$ cat src/rtl/dma_pkg.sv
// Shared types and constants for the single-channel DMA engine.
package dma_pkg;

  typedef enum logic [2:0] {
    S_IDLE,
    S_REQ,
    S_RD,
    S_WR,
    S_REL
  } state_t;

  localparam logic [3:0] REG_SRC_LO = 4'h0;
  localparam logic [3:0] REG_SRC_HI = 4'h1;
  localparam logic [3:0] REG_DST_LO = 4'h2;
  localparam logic [3:0] REG_DST_HI = 4'h3;
  localparam logic [3:0] REG_CNT_LO = 4'h4;
  localparam logic [3:0] REG_CNT_HI = 4'h5;
  localparam logic [3:0] REG_CTRL   = 4'h8;

  localparam int CTRL_START = 0;
  localparam int CTRL_CLR   = 1;
  localparam int STAT_BUSY  = 0;
  localparam int STAT_DONE  = 1;

  localparam int         STROBE_LEN  = 2;
  localparam logic [1:0] STROBE_LAST = 2'(STROBE_LEN - 1);

endpackage

$ cat src/rtl/dma_regs.sv
// CPU-side register file: write edge detect, working
// SRC/DST/CNT counters, done flag and readback mux.
module dma_regs
  import dma_pkg::*;
(
  input  logic        clk,
  input  logic        rst_n,
  input  logic        dma_ena,
  input  logic        memrd,
  input  logic        memwr,
  input  logic [3:0]  reg_addr,
  input  logic [7:0]  cpu_din,
  output logic [7:0]  cpu_dout,
  input  logic        busy_i,
  input  logic        step_i,
  input  logic        set_done_i,
  output logic        start_o,
  output logic        done_o,
  output logic [15:0] src_o,
  output logic [15:0] dst_o,
  output logic [15:0] cnt_o
);

  logic        wr_q;
  logic [15:0] src_q, src_d;
  logic [15:0] dst_q, dst_d;
  logic [15:0] cnt_q, cnt_d;
  logic        done_q, done_d;
  logic        wr_now, we, ctl;

  // Commit a write only on the first clock of a bus cycle.
  assign wr_now  = dma_ena & memwr;
  assign we      = wr_now & ~wr_q;
  assign ctl     = we & (reg_addr == REG_CTRL);
  assign start_o = ctl & cpu_din[CTRL_START]
                 & ~busy_i & (cnt_q != 16'd0);

  always_comb begin
    src_d  = src_q;
    dst_d  = dst_q;
    cnt_d  = cnt_q;
    done_d = done_q;
    if (step_i) begin
      src_d = src_q + 16'd1;
      dst_d = dst_q + 16'd1;
      cnt_d = cnt_q - 16'd1;
    end
    if (we && !busy_i) begin
      case (reg_addr)
        REG_SRC_LO: src_d[7:0]  = cpu_din;
        REG_SRC_HI: src_d[15:8] = cpu_din;
        REG_DST_LO: dst_d[7:0]  = cpu_din;
        REG_DST_HI: dst_d[15:8] = cpu_din;
        REG_CNT_LO: cnt_d[7:0]  = cpu_din;
        REG_CNT_HI: cnt_d[15:8] = cpu_din;
        default: ;
      endcase
    end
    if (ctl) begin
      if (cpu_din[CTRL_CLR])
        done_d = 1'b0;
      if (cpu_din[CTRL_START] && !busy_i
          && cnt_q == 16'd0)
        done_d = 1'b1;
    end
    if (set_done_i)
      done_d = 1'b1;
  end

  always_ff @(posedge clk) begin
    if (!rst_n) begin
      wr_q   <= 1'b0;
      src_q  <= 16'h0000;
      dst_q  <= 16'h0000;
      cnt_q  <= 16'h0000;
      done_q <= 1'b0;
    end else begin
      wr_q   <= wr_now;
      src_q  <= src_d;
      dst_q  <= dst_d;
      cnt_q  <= cnt_d;
      done_q <= done_d;
    end
  end

  always_comb begin
    cpu_dout = 8'h00;
    if (dma_ena && memrd) begin
      case (reg_addr)
        REG_SRC_LO: cpu_dout = src_q[7:0];
        REG_SRC_HI: cpu_dout = src_q[15:8];
        REG_DST_LO: cpu_dout = dst_q[7:0];
        REG_DST_HI: cpu_dout = dst_q[15:8];
        REG_CNT_LO: cpu_dout = cnt_q[7:0];
        REG_CNT_HI: cpu_dout = cnt_q[15:8];
        REG_CTRL: begin
          cpu_dout[STAT_BUSY] = busy_i;
          cpu_dout[STAT_DONE] = done_q;
        end
        default: ;
      endcase
    end
  end

  assign done_o = done_q;
  assign src_o  = src_q;
  assign dst_o  = dst_q;
  assign cnt_o  = cnt_q;

endmodule

$ cat src/rtl/dma_ctrl.sv
// Memory-to-memory DMA: bus arbitration FSM and
// byte-copy datapath driving the master port.
module dma_ctrl
  import dma_pkg::*;
(
  input  logic        clk,
  input  logic        rst_n,
  input  logic        dma_ena,
  input  logic        memrd,
  input  logic        memwr,
  input  logic [3:0]  reg_addr,
  input  logic [7:0]  cpu_din,
  output logic [7:0]  cpu_dout,
  output logic        busreq_n,
  input  logic        busack_n,
  output logic        dma_master,
  output logic [15:0] m_addr,
  input  logic [7:0]  m_din,
  output logic [7:0]  m_dout,
  output logic        m_mreq_n,
  output logic        m_rd_n,
  output logic        m_wr_n,
  output logic        done_irq
);

  state_t      state_q, state_d;
  logic [1:0]  cyc_q, cyc_d;
  logic [7:0]  data_q, data_d;
  logic        ack1_q, ack2_q;
  logic        busy, step, set_done, start;
  logic [15:0] src, dst, cnt;

  assign busy = (state_q != S_IDLE);

  dma_regs u_regs (
    .clk        (clk),
    .rst_n      (rst_n),
    .dma_ena    (dma_ena),
    .memrd      (memrd),
    .memwr      (memwr),
    .reg_addr   (reg_addr),
    .cpu_din    (cpu_din),
    .cpu_dout   (cpu_dout),
    .busy_i     (busy),
    .step_i     (step),
    .set_done_i (set_done),
    .start_o    (start),
    .done_o     (done_irq),
    .src_o      (src),
    .dst_o      (dst),
    .cnt_o      (cnt)
  );

  always_comb begin
    state_d    = state_q;
    cyc_d      = cyc_q;
    data_d     = data_q;
    step       = 1'b0;
    set_done   = 1'b0;
    busreq_n   = 1'b1;
    dma_master = 1'b0;
    m_addr     = 16'h0000;
    m_dout     = 8'h00;
    m_mreq_n   = 1'b1;
    m_rd_n     = 1'b1;
    m_wr_n     = 1'b1;
    unique case (state_q)
      S_IDLE: if (start) state_d = S_REQ;
      S_REQ: begin
        busreq_n = 1'b0;
        cyc_d    = 2'd0;
        if (!ack2_q) state_d = S_RD;
      end
      S_RD: begin
        busreq_n   = 1'b0;
        dma_master = 1'b1;
        m_addr     = src;
        m_mreq_n   = 1'b0;
        m_rd_n     = 1'b0;
        cyc_d      = cyc_q + 2'd1;
        if (cyc_q == STROBE_LAST) begin
          data_d  = m_din;
          cyc_d   = 2'd0;
          state_d = S_WR;
        end
      end
      S_WR: begin
        busreq_n   = 1'b0;
        dma_master = 1'b1;
        m_addr     = dst;
        m_dout     = data_q;
        m_mreq_n   = 1'b0;
        m_wr_n     = 1'b0;
        cyc_d      = cyc_q + 2'd1;
        if (cyc_q == STROBE_LAST) begin
          step  = 1'b1;
          cyc_d = 2'd0;
          // A dropped BUSACK ends the transfer after this byte.
          if (cnt == 16'd1 || ack2_q) begin
            state_d  = S_REL;
            set_done = 1'b1;
          end else begin
            state_d = S_RD;
          end
        end
      end
      S_REL: state_d = S_IDLE;
      default: state_d = S_IDLE;
    endcase
  end

  always_ff @(posedge clk) begin
    if (!rst_n) begin
      state_q <= S_IDLE;
      cyc_q   <= 2'd0;
      data_q  <= 8'h00;
      ack1_q  <= 1'b1;
      ack2_q  <= 1'b1;
    end else begin
      state_q <= state_d;
      cyc_q   <= cyc_d;
      data_q  <= data_d;
      ack1_q  <= busack_n;
      ack2_q  <= ack1_q;
    end
  end

endmodule
$ cat config.mk
export PLATFORM = sky130hd
export DESIGN_NAME = dma_ctrl
export DESIGN_NICKNAME = d
export VERILOG_FILES = /design/src/rtl/dma_pkg.sv /design/src/rtl/dma_regs.sv /design/src/rtl/dma_ctrl.sv
export SDC_FILE = /design/constraint.sdc
export NUM_CORES = 1
export LEC_CHECK = 0
export CORE_MARGIN = 2
export CORE_UTILIZATION = 50
export CTS_BUF_LIST = sky130_fd_sc_hd__clkbuf_2 sky130_fd_sc_hd__clkbuf_4 sky130_fd_sc_hd__clkbuf_8
export DETAILED_ROUTE_END_ITERATION = 8
export GPL_TIMING_DRIVEN = 0
export PLACE_DENSITY = 0.78
export SLEW_MARGIN = 40
export SYNTH_ARGS = -nofsm -noshare
export SYNTH_HDL_FRONTEND = slang
export SYNTH_HIERARCHICAL = 1
export SYNTH_SLANG_ARGS = --single-unit
$ cat constraint.sdc
create_clock -name clk -period 2.2 [get_ports clk]
set_input_delay 0.33 -clock clk [delete_from_list [all_inputs] [get_ports clk]]
set_output_delay 0.33 -clock clk [all_outputs]
set_load 0.01 [all_outputs]
After elaboration in Yosys (flattened, before gate mapping)
Index checks and enable logic that the tools add are counted.

storage, ports and cells
  bits in registers = 65
  bits of input ports = 26
  word-level logic and storage cells = 95

operators by class
  add/sub/neg operators = 4
  equality and inequality tests = 15
  muxes and demuxes = 39
  bitwise logic cells = 8
  reduce and logical (&&, ||, !) cells = 19

operators by type and width
  cell                                                count
  two-way mux 16 bit                                  6
  two-way mux 8 bit                                   8
  case mux 6 bit (6 select lines)                     1
  adder 16 x 1 -> 16 bit, second input constant       2
  case mux 16 bit (2 select lines)                    1
  == test 16 x 1 -> 1 bit, second input constant      1
  zero test 16 bit                                    1
  nonzero test 16 bit                                 1
  subtractor 16 x 1 -> 16 bit, second input constant  1
  two-way mux 3 bit                                   5
  two-way mux 1 bit                                   14
  case mux 2 bit (7 select lines)                     1
  case mux 3 bit (4 select lines)                     1
  == test 4 x 2 -> 1 bit, second input constant       2
  == test 4 x 3 -> 1 bit, second input constant       2
  != test 2 bit, second input constant                4
  bitwise AND 1 bit                                   6
  == test 3 x 2 -> 1 bit, second input constant       2
  nonzero test 3 bit                                  2
  == test 4 x 1 -> 1 bit, second input constant       1
  == test 4 bit, second input constant                1
  logical AND 1 bit                                   4
  zero test 4 bit                                     1
  case mux 2 bit (2 select lines)                     1
  other kinds (13)                                    16

Longest topological paths before layout
Gate-level depths: netlist of run 1.

  word-level depth = 8
  gate-level depth with buffers = 10
  depth with buffers taken out = 8

Hierarchy
Netlist of run 1, hierarchy kept.

modules (own cells, without submodules)
  module    instances  cells an instance  area an instance (um^2)
  dma_regs  1          400                3,189.3
  dma_ctrl  1          128                1,027.2

Worst setup path after synthesis of run 1
OpenSTA, ideal clock, no wires.

  path type = reg2reg
  start point = register state_q[0]
  end point = register u_regs.done_q (netlist: u_regs/done_o)
  arrival time = 2,134 ps
  data required time = 2,130 ps
  path slack = -5 ps
  cell stages (with the launch flop) = 9
  path buffers = 3
  period minus slack after synthesis = 2,205 ps
  cells stage by stage = dfxtp_1 -> buf_6 -> buf_2 -> or3_1 -> and4bb_2 -> buf_2 -> nand4_1 -> or4_1 -> a21oi_1

between the ends
  word-level cells in the longest chain between the ends = 7
  elaborated cells on any way between the ends = 12
  those cells by class = 1 x eq/ne; 4 x mux; 7 x reduce/logical

ends and longest elaborated chain
  item                    RTL line         text
  start, declared         dma_ctrl.sv:26   state_t state_q, state_d;
  start signal, assigned  dma_ctrl.sv:120  state_q <= state_d;
  nonzero test 3 bit (*)  dma_ctrl.sv:33   assign busy = (state_q != S_IDLE);
  via busy                dma_ctrl.sv:30   logic busy, step, set_done, start;
  zero test 1 bit (*)     dma_regs.sv:62   if (cpu_din[CTRL_START] && !busy_i
  logical AND 1 bit (*)   dma_regs.sv:62
  logical AND 1 bit (*)   dma_regs.sv:63   && cnt_q == 16'd0)
  two-way mux 1 bit       dma_regs.sv:62
  two-way mux 1 bit       dma_regs.sv:59   if (ctl) begin
  two-way mux 1 bit       dma_regs.sv:66   if (set_done_i)
  end signal, assigned    dma_regs.sv:82   done_q <= done_d;
  end, declared           dma_regs.sv:28   logic done_q, done_d;

The timed path passes the listed nets; every way through them passes the cells marked *. The select of a mux whose other input is x is not followed.
A chain may end at the register's enable or synchronous reset.

Final worst setup path of run 1
  start point = register state_q[0]
  end point = register u_regs.cnt_q[5] (netlist: u_regs/cnt_o[5])

between the ends
  elaborated cells on any way between the ends = 8
  those cells by class = 1 x eq/ne; 4 x mux; 3 x reduce/logical

RTL lines
  item                  RTL line        text
  nonzero test 3 bit    dma_ctrl.sv:33
  via busy              dma_ctrl.sv:30
  zero test 1 bit       dma_regs.sv:48  if (we && !busy_i) begin
  logical AND 1 bit     dma_regs.sv:48
  two-way mux 16 bit    dma_regs.sv:48
  end signal, assigned  dma_regs.sv:81  cnt_q <= cnt_d;
  end, declared         dma_regs.sv:27  logic [15:0] cnt_q, cnt_d;

The timed path passes the listed nets, and every way through them passes these cells.

==> results of run 1 <==
## worst paths after layout
kind                                  from               to  cells after the start
worst max-delay path            state_q[0]  u_regs/cnt_o[5]                      8
worst max register to register  state_q[0]  u_regs/cnt_o[5]                      8
worst min-delay path                ack1_q           ack2_q                      1
worst min register to register      ack1_q           ack2_q                      1
## cell usage after synthesis, types with 2 or more instances
library cell	instances	area (um2)
inv_1	10	37.5
nand4b_1	3	26.3
and4_1	5	43.8
nor4bb_1	2	20.0
or4_1	5	37.5
and3_1	15	93.8
buf_2	14	70.1
a32oi_1	5	43.8
and4b_1	2	20.0
nand4_1	14	87.6
dfxtp_1	65	1300
a22oi_1	4	30.0
nor2b_1	8	50.1
a31oi_1	9	56.3
and2_1	2	12.5
nand2_1	25	93.8
a31o_2	3	26.3
a22o_1	2	17.5
mux2i_1	25	250
nor2_1	50	188
xnor2_1	20	175
a211oi_1	18	135
ha_1	3	37.5
a21boi_1	9	67.6
xor2_1	14	123
nand3b_1	5	37.5
a21oi_1	34	170
o2bb2ai_1	2	17.5
nand2b_1	7	43.8
o21ai_1	9	45.0
nor4_1	7	43.8
o21ai_0	34	170
mux2_2	4	45.0
o31ai_1	6	45.0
nor3_1	13	65.1
clkbuf_1	17	63.8
o21bai_1	2	15.0
o22a_1	3	26.3
nand3_1	27	135
or3_1	3	18.8
## layer usage
metal  wire, um  up-vias
li1           -     2165
met1       5930     2255
met2       7220      382
met3       1800       80
met4        717        0
met5          0        -
## flip-flops by register name (all words and copies together), names as in the netlist
| register | flops |
|---|---|
| u_regs/wr_q | 1 |
| ack1_q | 1 |
| data_q | 8 |
| u_regs/src_o | 16 |
| u_regs/done_o | 1 |
| u_regs/cnt_o | 16 |
| u_regs/dst_o | 16 |
| cyc_q | 2 |
| state_q | 3 |
| ack2_q | 1 |
## final cells by class
class	count	area share, %
multi-input combinational	417	49.9
sequential	65	23.1
timing repair buffer	91	14.7
buffer	32	5.09
clock buffer	10	2.43
tap	105	2.32
clock inverter	6	1.61
inverter	13	0.904
## per-stage QoR
step / hold WS, ps / std cells / cell area (um2)
after floorplan: 386 / 528 / 4220
after global placement: 396 / 696 / 4980
after detailed placement: 409 / 696 / 4980
after CTS: 435 / 723 / 5450
after global routing: 470 / 739 / 5670
final: 426 / 739 / 5670
## where the power goes
group / switching, W / internal, W
Combinational: 0.000161 / 0.000120
Sequential: 0.0000217 / 0.00119
Clock: 0.000515 / 0.000670
## cells by family after synthesis
family	after synthesis
simple gates	203
compound gates	148
flops	65
buf+inv	46
xor+xnor	34
mux	29
fa+ha+maj	3
## repair_timing
action                                  in CTS  in global routing
setup buffers                               10                 16
cloned                                       1                  1
endpoints found under the hold margin        0                  0
gates resized for setup                    102                 40
endpoints found under the setup margin      85                 54
pin swaps                                    8                  8
==> results.md, run 1 <==
* Final Hold Fails at 0
* Per-cell routed wire length at 21.2 um
* Failing checks: negative setup slack
* LEAKAGE at 2.11 nW
* Total GRT Usage at 32.9%
* Critical path cell sequence: buf_12 -> or3_4 -> and4bb_2 -> buf_8 -> buf_6 -> nand4b_1 -> clkbuf_8 -> a311oi_2
* Die Area at 9180 um2
* # fillers at 676
* Max Cap Viol at 0
* Seq/Total Area, Yosys at 30.9%
* # port buffers at 63
* Crit Path Max Fanout at 8
* CP endpoint kind: flop
* Worst-Skew Late Latency at 360 ps
* Vias after detailed routing at 4,882
* CP delay by family, top: simple AND/OR/NAND/NOR gates
* Commonest non-fill, non-tap cell in the layout: dfxtp_1
* Final TNS setup at -107 ps
* Power Density at 472 nW/um2
* Post-synthesis mux area share at 7.00%
* Final worst slack at -33.2 ps
* CTS tree: done
* GRT met2 Usage at 52.9%
* Hold Path Class: flop to flop
* Unique masters post-synth at 63
* DRT Wirelength at 15,700 um
* Met3 Use GR at 7.52%
* Final RePlAce weighted congestion at 1.05
* Pre-CTS WS at -923 ps
* Vias/cell at 6.61
* Crit path largest cell delay at 390 ps
* First-pass GRT wire length at 22,800 um
* Residual DRC count at 0
* RSZ-0062 raised after global routing: yes
* Worst-case clock buffer depth at 2
* Top-Level Pins at 64
* Post-route total power at 0.00268 W
* Share of cells above drive strength 1 at 19.7%
* Mapped Nets at 557
* Clk_skew at 7.54 ps
* Core Box Area at 8180 um2
* WP data arrival at 2490 ps
* Ys Warns at 6
* Vias in the first global route at 4,454
* Num rows at 33
* CP Launch Type: flop
* DRT Pass-1 Iters at 7
* Final setup fails at 6
* Ant diodes at 0
* Largest family of logic cells by synthesized area: simple AND/OR/NAND/NOR gates
* Final Cycle Share at 102%
* Pin count of the biggest net entering global routing at 13
* Avg Cell Area, Syn at 7.99 um2
* Synth Area in XOR/XNOR at 7.06%
* Kind of critical path: flop to flop
* Post-Synth Simple-Gate Area at 26.9%
* Final Max Tran Viols at 0
* Post-route minimum period at 2230 ps
* Worst rel slew slack at 57.3%
* Cts hold-fix bufs at 0
* Cell Area, Synth at 4220 um2
* Worst IR Drop VDD at 0.338 mV
* Max H-tree Level at 3
* Post-synth EDFFs at 0
* F_max at 448 MHz
* NumNets Final at 658
* Outcome: complete, but fails checks
* Initial antenna violation count at 0
* Fin util at 69.4%
* Post-DRT Antenna Nets at 0
* Asr flop ratio synth at 0%
* Iter 0 DRT Violations at 576
* Global route hottest layer: met2
* Height of the die at 95.8 um
* Worst-margin pin slew at 641 ps
* Post-DP HPWL at 10,300 um
* Commonest cells after routing, fill and taps aside: dfxtp_1 (61), nor2_1 (44), o21ai_0 (32), a21oi_1 (32)
* GR met1 Demand/Resource at 41.8%
* Die width at 95.8 um
* Area grow syn2layout at 34.6%
* Clk slew on worst S/H paths at 80 ps
* Worst path bufs/invs at 4
* Crit-path slowest cell: dfxtp_4
* CP required at 2460 ps
* Grt total ovfl at 0
* Area occupied by multi-input gates at 2830 um2
* Post-synthesis adder-cell area fraction at 0.890%
* Post-Syn Instances at 528
* Clock Sinks at 65
* Yosys reg bits at 65
* Synth Area in Compound Gates at 22.2%
* Reg area at 1310 um2
* CTS Buf Count at 9
* Starting density of the core at 51.6%
* Root Buffer Master: clkbuf_8
* Top FF cell, synth: dfxtp_1
* Slack of the worst reg-to-reg path at -30 ps
(Power assumes the default switching activity.)
==> run 2, diff against run 1 <==
--- a/config.mk
+++ b/config.mk
@@ -5,12 +5,15 @@
 export SDC_FILE = /design/constraint.sdc
 export NUM_CORES = 1
 export LEC_CHECK = 0
+export CELL_PAD_IN_SITES_DETAIL_PLACEMENT = 0
+export CELL_PAD_IN_SITES_GLOBAL_PLACEMENT = 1
 export CORE_MARGIN = 2
-export CORE_UTILIZATION = 50
+export CORE_UTILIZATION = 38
 export CTS_BUF_LIST = sky130_fd_sc_hd__clkbuf_2 sky130_fd_sc_hd__clkbuf_4 sky130_fd_sc_hd__clkbuf_8
 export DETAILED_ROUTE_END_ITERATION = 8
 export GPL_TIMING_DRIVEN = 0
-export PLACE_DENSITY = 0.78
+export PLACE_DENSITY_LB_ADDON = 0.1
+export REMOVE_ABC_BUFFERS = 1
 export SLEW_MARGIN = 40
 export SYNTH_ARGS = -nofsm -noshare
 export SYNTH_HDL_FRONTEND = slang
==> run 2 against run 1 <==
- worst setup slack improved by 81 ps
- critical path type is now flop to output port
- die area rose by 30%
- the run now ends clean
- non-clock buffer count fell by 32
- count of clock-buffer cells in the layout rose by 3
- largest cell class unchanged
- highest routed layer unchanged
- combinational power fell by 16%
- routed wire length fell by 7.3%
- register-to-register slack improved by 100 ps
==> results.md, run 2 (synthesis gave the netlist of run 1 again) <==
* Grt total ovfl at 0 (unchanged)
* Height of the die at 109 um (+14%)
* Die Area at 12,000 um2 (+30%)
* Hold Path Class: primary input to flop
* Root Buffer Master: clkbuf_8
* Ant diodes at 0 (unchanged)
* DRT Wirelength at 14,500 um (-7.3%)
* CTS Buf Count at 9 (unchanged)
* DRT Pass-1 Iters at 5 (-2)
* Clock share of power at 40.4% (-3.9 points)
* Max H-tree Level at 3 (unchanged)
* CP endpoint kind: output port
* Worst-margin pin slew at 619 ps (-22.1 ps)
* Met2 wire len at 6400 um (-11%)
* Iter 0 DRT Violations at 327 (-43%)
* Sequential Power Share at 49.9% (+4.7 points)
* CP delay by family, top: buffers and inverters
* Final worst slack at 48.1 ps (+81.3 ps)
* NumNets Final at 626 (-4.9%)
* Die width at 109 um (+14%)
* Post-route total power at 0.00242 W (-9.5%)
* R2R Path Start: state_q[1]
* Met3 routed WL at 888 um (-51%)
* Critical path cell sequence: nor2b_4 -> inv_4 -> nor2_1 -> clkdlybuf4s50_1
* Worst path bufs/invs at 2 (-2)
* Post-DRT Antenna Nets at 0 (unchanged)
* Hold_sp: rst_n
* Wire length on met1 at 6850 um (+16%)
* Post-DP HPWL at 9720 um (-5.6%)
* RSZ-0062 raised after global routing: yes
* Power Density at 445 nW/um2 (-5.5%)
* Worst rel slew slack at 58.5% (+1.2 points)
* Reg area at 1340 um2 (+2.7%)
* Per-cell routed wire length at 19.6 um (-7.7%)
* Clk_skew at 9.45 ps (+1.91 ps)
* Final Max Tran Viols at 0 (unchanged)
* WP data arrival at 1820 ps (-670 ps)
* Vias/cell at 5.86 (-11%)
* Final Hold Fails at 0 (unchanged)
* Commonest non-fill, non-tap cell in the layout: nor2_1
* Max Cap Viol at 0 (unchanged)
* LEAKAGE at 2.05 nW (-2.7%)
* CP Launch Type: flop
* Area occupied by multi-input gates at 2780 um2 (-1.7%)
* Crit Path Max Fanout at 17 (+9)
* Logic gate share of total power at 9.7% (-0.8 points)
* Clock Sinks at 65 (unchanged)
* F_max at 465 MHz (+3.8%)
* Top routing layer in use: met4
* Top-Level Pins at 64 (unchanged)
* Sw frac at 26.7% (+0.62 points)
* Share of cells above drive strength 1 at 17.8% (-1.9 points)
* Starting density of the core at 38.9% (-13 points)
* Pin count of the biggest net entering global routing at 25 (+12)
* Core Box Area at 10,800 um2 (+33%)
* Crit path largest cell delay at 550 ps (+160 ps)
* Crit-path slowest cell: clkdlybuf4s50_1
* Initial antenna violation count at 0 (unchanged)
* Cts hold-fix bufs at 0 (unchanged)
* First-pass GRT wire length at 22,300 um (-2.4%)
* Sw Pwr at 0.000647 W (-7.3%)
* Worst IR Drop VDD at 0.211 mV (-38%)
* Clk slew on worst S/H paths at 70 ps (about the same)
* Pre-CTS WS at -1290 ps (-368 ps)
* Int Power at 0.00177 W (-10%)
* Worst-case clock buffer depth at 2 (unchanged)
* Post-route minimum period at 2150 ps (-81.3 ps)
* Vias in the first global route at 3,939 (-12%)
* CTS tree: done
* # port buffers at 63 (unchanged)
* Final Cycle Share at 97.8% (-3.7 points)
* Vias after detailed routing at 4,350 (-11%)
* Commonest cells after routing, fill and taps aside: nor2_1 (48), dfxtp_1 (39), clkdlybuf4s50_1 (37), o21ai_0 (34), a21oi_1 (34)
* Residual DRC count at 0 (unchanged)
* Final RePlAce weighted congestion at 0.887 (-15%)
* Final setup fails at 0 (-6)
* Kind of critical path: flop to output port
* Outcome: finished clean
* Worst-Skew Late Latency at 360 ps (about the same)
* # fillers at 1,087 (+61%)
* Num rows at 38 (+15%)
* Area grow syn2layout at 28.9%
* CP Launch Point: state_q[1]
* CP required at 1870 ps (-590 ps)
* Total GRT Usage at 24.9% (-8.0 points)
==> run 2: what timing repair did <==
action | 4_1_cts | 5_1_grt
pin swaps | 5 | 3
resized for setup | 71 | 21
setup endpoints to repair | 86 | 38
setup buffers | 17 | 9
gates cloned | 0 | 0
==> run 2: path summary, 6_finish.rpt <==
kind	end	slack, ps	cells after the start
max	m_addr[2]	50	4
min reg2reg	ack2_q	440	1
min	ack1_q	370	2
max reg2reg	u_regs/done_o	70	5
==> run 2: power groups by stage <==
stage	Combinational, W	Clock (W)	Sequential (W)
floorplan	0.0000892	0	0.00123
global placement	0.000215	0	0.00124
detailed placement	0.000218	0	0.00124
CTS	0.000231	0.00100	0.00121
global route	0.000253	0.00104	0.00121
finish	0.000235	0.000978	0.00121
==> run 2: cell type report <==
cell class	instances	area share, %
clock inverters	3	0.276
well taps	140	3.22
clock buffers	13	3.06
multi-input cells	417	51.2
repair buffers	91	16.5
flip-flops and latches	65	24.7
inverters	13	0.990
==> run 2: through the flow <==
| step | hold slack, ps | std cells | utilization, % | instance area, um2 | TNS, ps |
|---|---|---|---|---|---|
| 5_1_grt | 404 | 742 | 50.1 | 5440 | -16.6 |
| 3_3_place_gp | 396 | 698 | 44.9 | 4860 | -87210 |
| 3_5_place_dp | 421 | 700 | 45.3 | 4910 | -44990 |
| 2_1_floorplan | 386 | 495 | - | 4060 | -14900 |
| 4_1_cts | 372 | 733 | 49.0 | 5310 | 0 |
| 6_report | 374 | 742 | 50.1 | 5440 | 0 |
==> run 2: routing by layer <==
| layer | vias to the layer above | GRT usage, % |
|---|---|---|
| met4 | 0 | 10.7 |
| met2 | 164 | 37.9 |
| met5 | - | 0 |
| met3 | 25 | 3.02 |
| met1 | 2052 | 35.4 |
| li1 | 2109 | - |
==> run 2: worst register-to-register path, stage by stage (launching register included) <==
cell	delay [ps]
dfxtp_4	370
or3_1	400
and4bb_4	470
nand4_1	150
or4_1	520
a21oi_1	140
==> run 3, diff against run 2 <==
--- a/config.mk
+++ b/config.mk
@@ -5,14 +5,12 @@
 export SDC_FILE = /design/constraint.sdc
 export NUM_CORES = 1
 export LEC_CHECK = 0
-export CELL_PAD_IN_SITES_DETAIL_PLACEMENT = 0
-export CELL_PAD_IN_SITES_GLOBAL_PLACEMENT = 1
 export CORE_MARGIN = 2
-export CORE_UTILIZATION = 38
+export CORE_UTILIZATION = 50
 export CTS_BUF_LIST = sky130_fd_sc_hd__clkbuf_2 sky130_fd_sc_hd__clkbuf_4 sky130_fd_sc_hd__clkbuf_8
 export DETAILED_ROUTE_END_ITERATION = 8
 export GPL_TIMING_DRIVEN = 0
-export PLACE_DENSITY_LB_ADDON = 0.1
+export PLACE_DENSITY = 0.78
 export REMOVE_ABC_BUFFERS = 1
 export SLEW_MARGIN = 40
 export SYNTH_ARGS = -nofsm -noshare
==> run 3 against run 2 <==
- via count grew 4.6%
- first-iteration DRC count grew 36%
- utilization grew 16 points
- sequential power is essentially flat
- combinational power grew 3%
- die area shrank 23%
- total power grew 5.6%
- critical path type unchanged
- largest cell class unchanged
- largest power group unchanged
==> results.md, run 3 (synthesis gave the netlist of run 1 again) <==
* Grt total ovfl at 0 (unchanged)
* CTS Buf Count at 9 (unchanged)
* Vias in the first global route at 4,075 (+3.5%)
* RSZ-0062 raised after global routing: yes
* Top-Level Pins at 64 (unchanged)
* Clk slew on worst S/H paths at 80 ps (about the same)
* Post-DP HPWL at 9300 um (-4.4%)
* Die Area at 9180 um2 (-23%)
* Clk_skew at 12.8 ps (+3.38 ps)
* DRT Wirelength at 14,000 um (-3.3%)
* Fin util at 66.3% (+16 points)
* Clock Sinks at 65 (unchanged)
* CP endpoint kind: output port
* Final Max Tran Viols at 0 (unchanged)
* Cell area after layout at 5420 um2 (-0.21%)
* Worst-Skew Late Latency at 350 ps (about the same)
* DP Cell Count at 665 (-5.0%)
* F_max at 461 MHz (-0.85%)
* Area grow syn2layout at 28.6%
* Num rows at 33 (-13%)
* Vias after detailed routing at 4,548 (+4.6%)
* WP data arrival at 1840 ps (+20 ps)
* Worst rel slew slack at 54.6% (-3.9 points)
* Max H-tree Level at 3 (unchanged)
* Final Hold Fails at 0 (unchanged)
* Worst-margin pin slew at 677 ps (+57.6 ps)
* Iter 0 DRT Violations at 446 (+36%)
* Per-cell routed wire length at 19.8 um (+1.5%)
* Core Box Area at 8180 um2 (-25%)
* Power Density at 471 nW/um2 (+5.8%)
* First-pass GRT wire length at 21,200 um (-4.9%)
* Ant diodes at 0 (unchanged)
* Worst IR Drop VDD at 0.318 mV (+51%)
* Outcome: finished clean
* Hold Path Class: primary input to flop
* Die width at 95.8 um (-12%)
* Pin count of the biggest net entering global routing at 30 (+20%)
* LEAKAGE at 1.92 nW (-6.5%)
* Post-DRT Antenna Nets at 0 (unchanged)
* Final Non-Filler Cells at 707 (-4.7%)
* Share of cells above drive strength 1 at 16.6% (-1.2 points)
* Final RePlAce weighted congestion at 0.970 (+9.4%)
* Vias/cell at 6.43 (+9.7%)
* Cts hold-fix bufs at 0 (unchanged)
* # port buffers at 63 (unchanged)
* CTS tree: done
* Crit Path Max Fanout at 6 (-11)
* # fillers at 707 (-35%)
* Commonest non-fill, non-tap cell in the layout: dfxtp_1
* CP required at 1870 ps (about the same)
* Residual DRC count at 0 (unchanged)
* Starting density of the core at 51.6% (+13 points)
* Final Cycle Share at 98.7% (+0.84 points)
* Root Buffer Master: clkbuf_8
* Commonest cells after routing, fill and taps aside: dfxtp_1 (48), nor2_1 (47), clkdlybuf4s50_1 (42), o21ai_0 (34), a21oi_1 (33)
* Final setup fails at 0 (unchanged)
* CP Launch Type: flop
* Height of the die at 95.8 um (-12%)
* Post-route minimum period at 2170 ps (+18.4 ps)
* Total GRT Usage at 30.7% (+5.7 points)
* Worst-case clock buffer depth at 2 (unchanged)
* NumNets Final at 627 (+0.16%)
* DRT Pass-1 Iters at 5 (unchanged)
* Kind of critical path: flop to output port
* Initial antenna violation count at 0 (unchanged)
* Area after DPL at 4860 um2 (-0.89%)
* Max Cap Viol at 0 (unchanged)
## run 3: changes by cell type in the layout (fill, tap and decap cells not counted), moves of 3 or more
cell / change
dfxtp_1: +9
dlymetal6s2s_1: -9
dfxtp_2: -7
clkdlybuf4s50_1: +5
dlygate4sd2_1: +3
## run 3: what timing repair did
action                                  in CTS  in global routing
setup buffers                               24                  3
endpoints found under the setup margin      87                 23
pin swaps                                    6                  1
resized for setup                           67                 15
## run 3: stage by stage
step	power [W]	worst slack, ps	setup TNS, ps	hold slack (ps)
2_1_floorplan	0.00132	-721	-14900	386
3_5_place_dp	0.00145	-1240	-41060	425
6_report	0.00256	29.7	0	433
5_1_grt	0.00265	-14.5	-27.1	451
4_1_cts	0.00255	-87.3	-87.3	420
3_3_place_gp	0.00144	-1440	-78340	398
## run 3: path summary, 6_finish.rpt
kind         cells past startpoint         endpoint       startpoint  slack [ps]
max reg2reg                      6    u_regs/done_o       state_q[0]          50
max                              5      cpu_dout[6]  u_regs/src_o[6]          30
min                              3  u_regs/src_o[7]            rst_n         430
min reg2reg                      1           ack2_q           ack1_q         450
## run 3: critical path, cell delays in order (launching register included)
cell,delay [ps]
dfxtp_2,410
mux2i_1,100
o2bb2ai_1,150
nand2_1,90
a21oi_2,180
clkdlybuf4s50_1,560
## run 3: layout make-up
class / instances / area (um2) / area share, %
clock inverter: 2 / 35.0 / 0.646
tap: 105 / 131 / 2.42
clock buffer: 13 / 179 / 3.30
timing repair buffer: 92 / 895 / 16.5
inverter: 13 / 53.8 / 0.992
multi-input combinational: 417 / 2800 / 51.7
sequential: 65 / 1330 / 24.5
## run 3: report_power, final
group	switching [W]	internal [W]
Sequential	0.0000219	0.00119
Combinational	0.000139	0.000103
Clock	0.000465	0.000640
## run 3: routing by layer
| layer | global-route usage [%] | up-vias | wire (um) |
|---|---|---|---|
| li1 | - | 2099 | - |
| met1 | 40.1 | 2180 | 5790 |
| met2 | 50.8 | 241 | 6600 |
| met3 | 6.42 | 28 | 1360 |
| met4 | 9.52 | 0 | 292 |
| met5 | 0 | - | 0 |
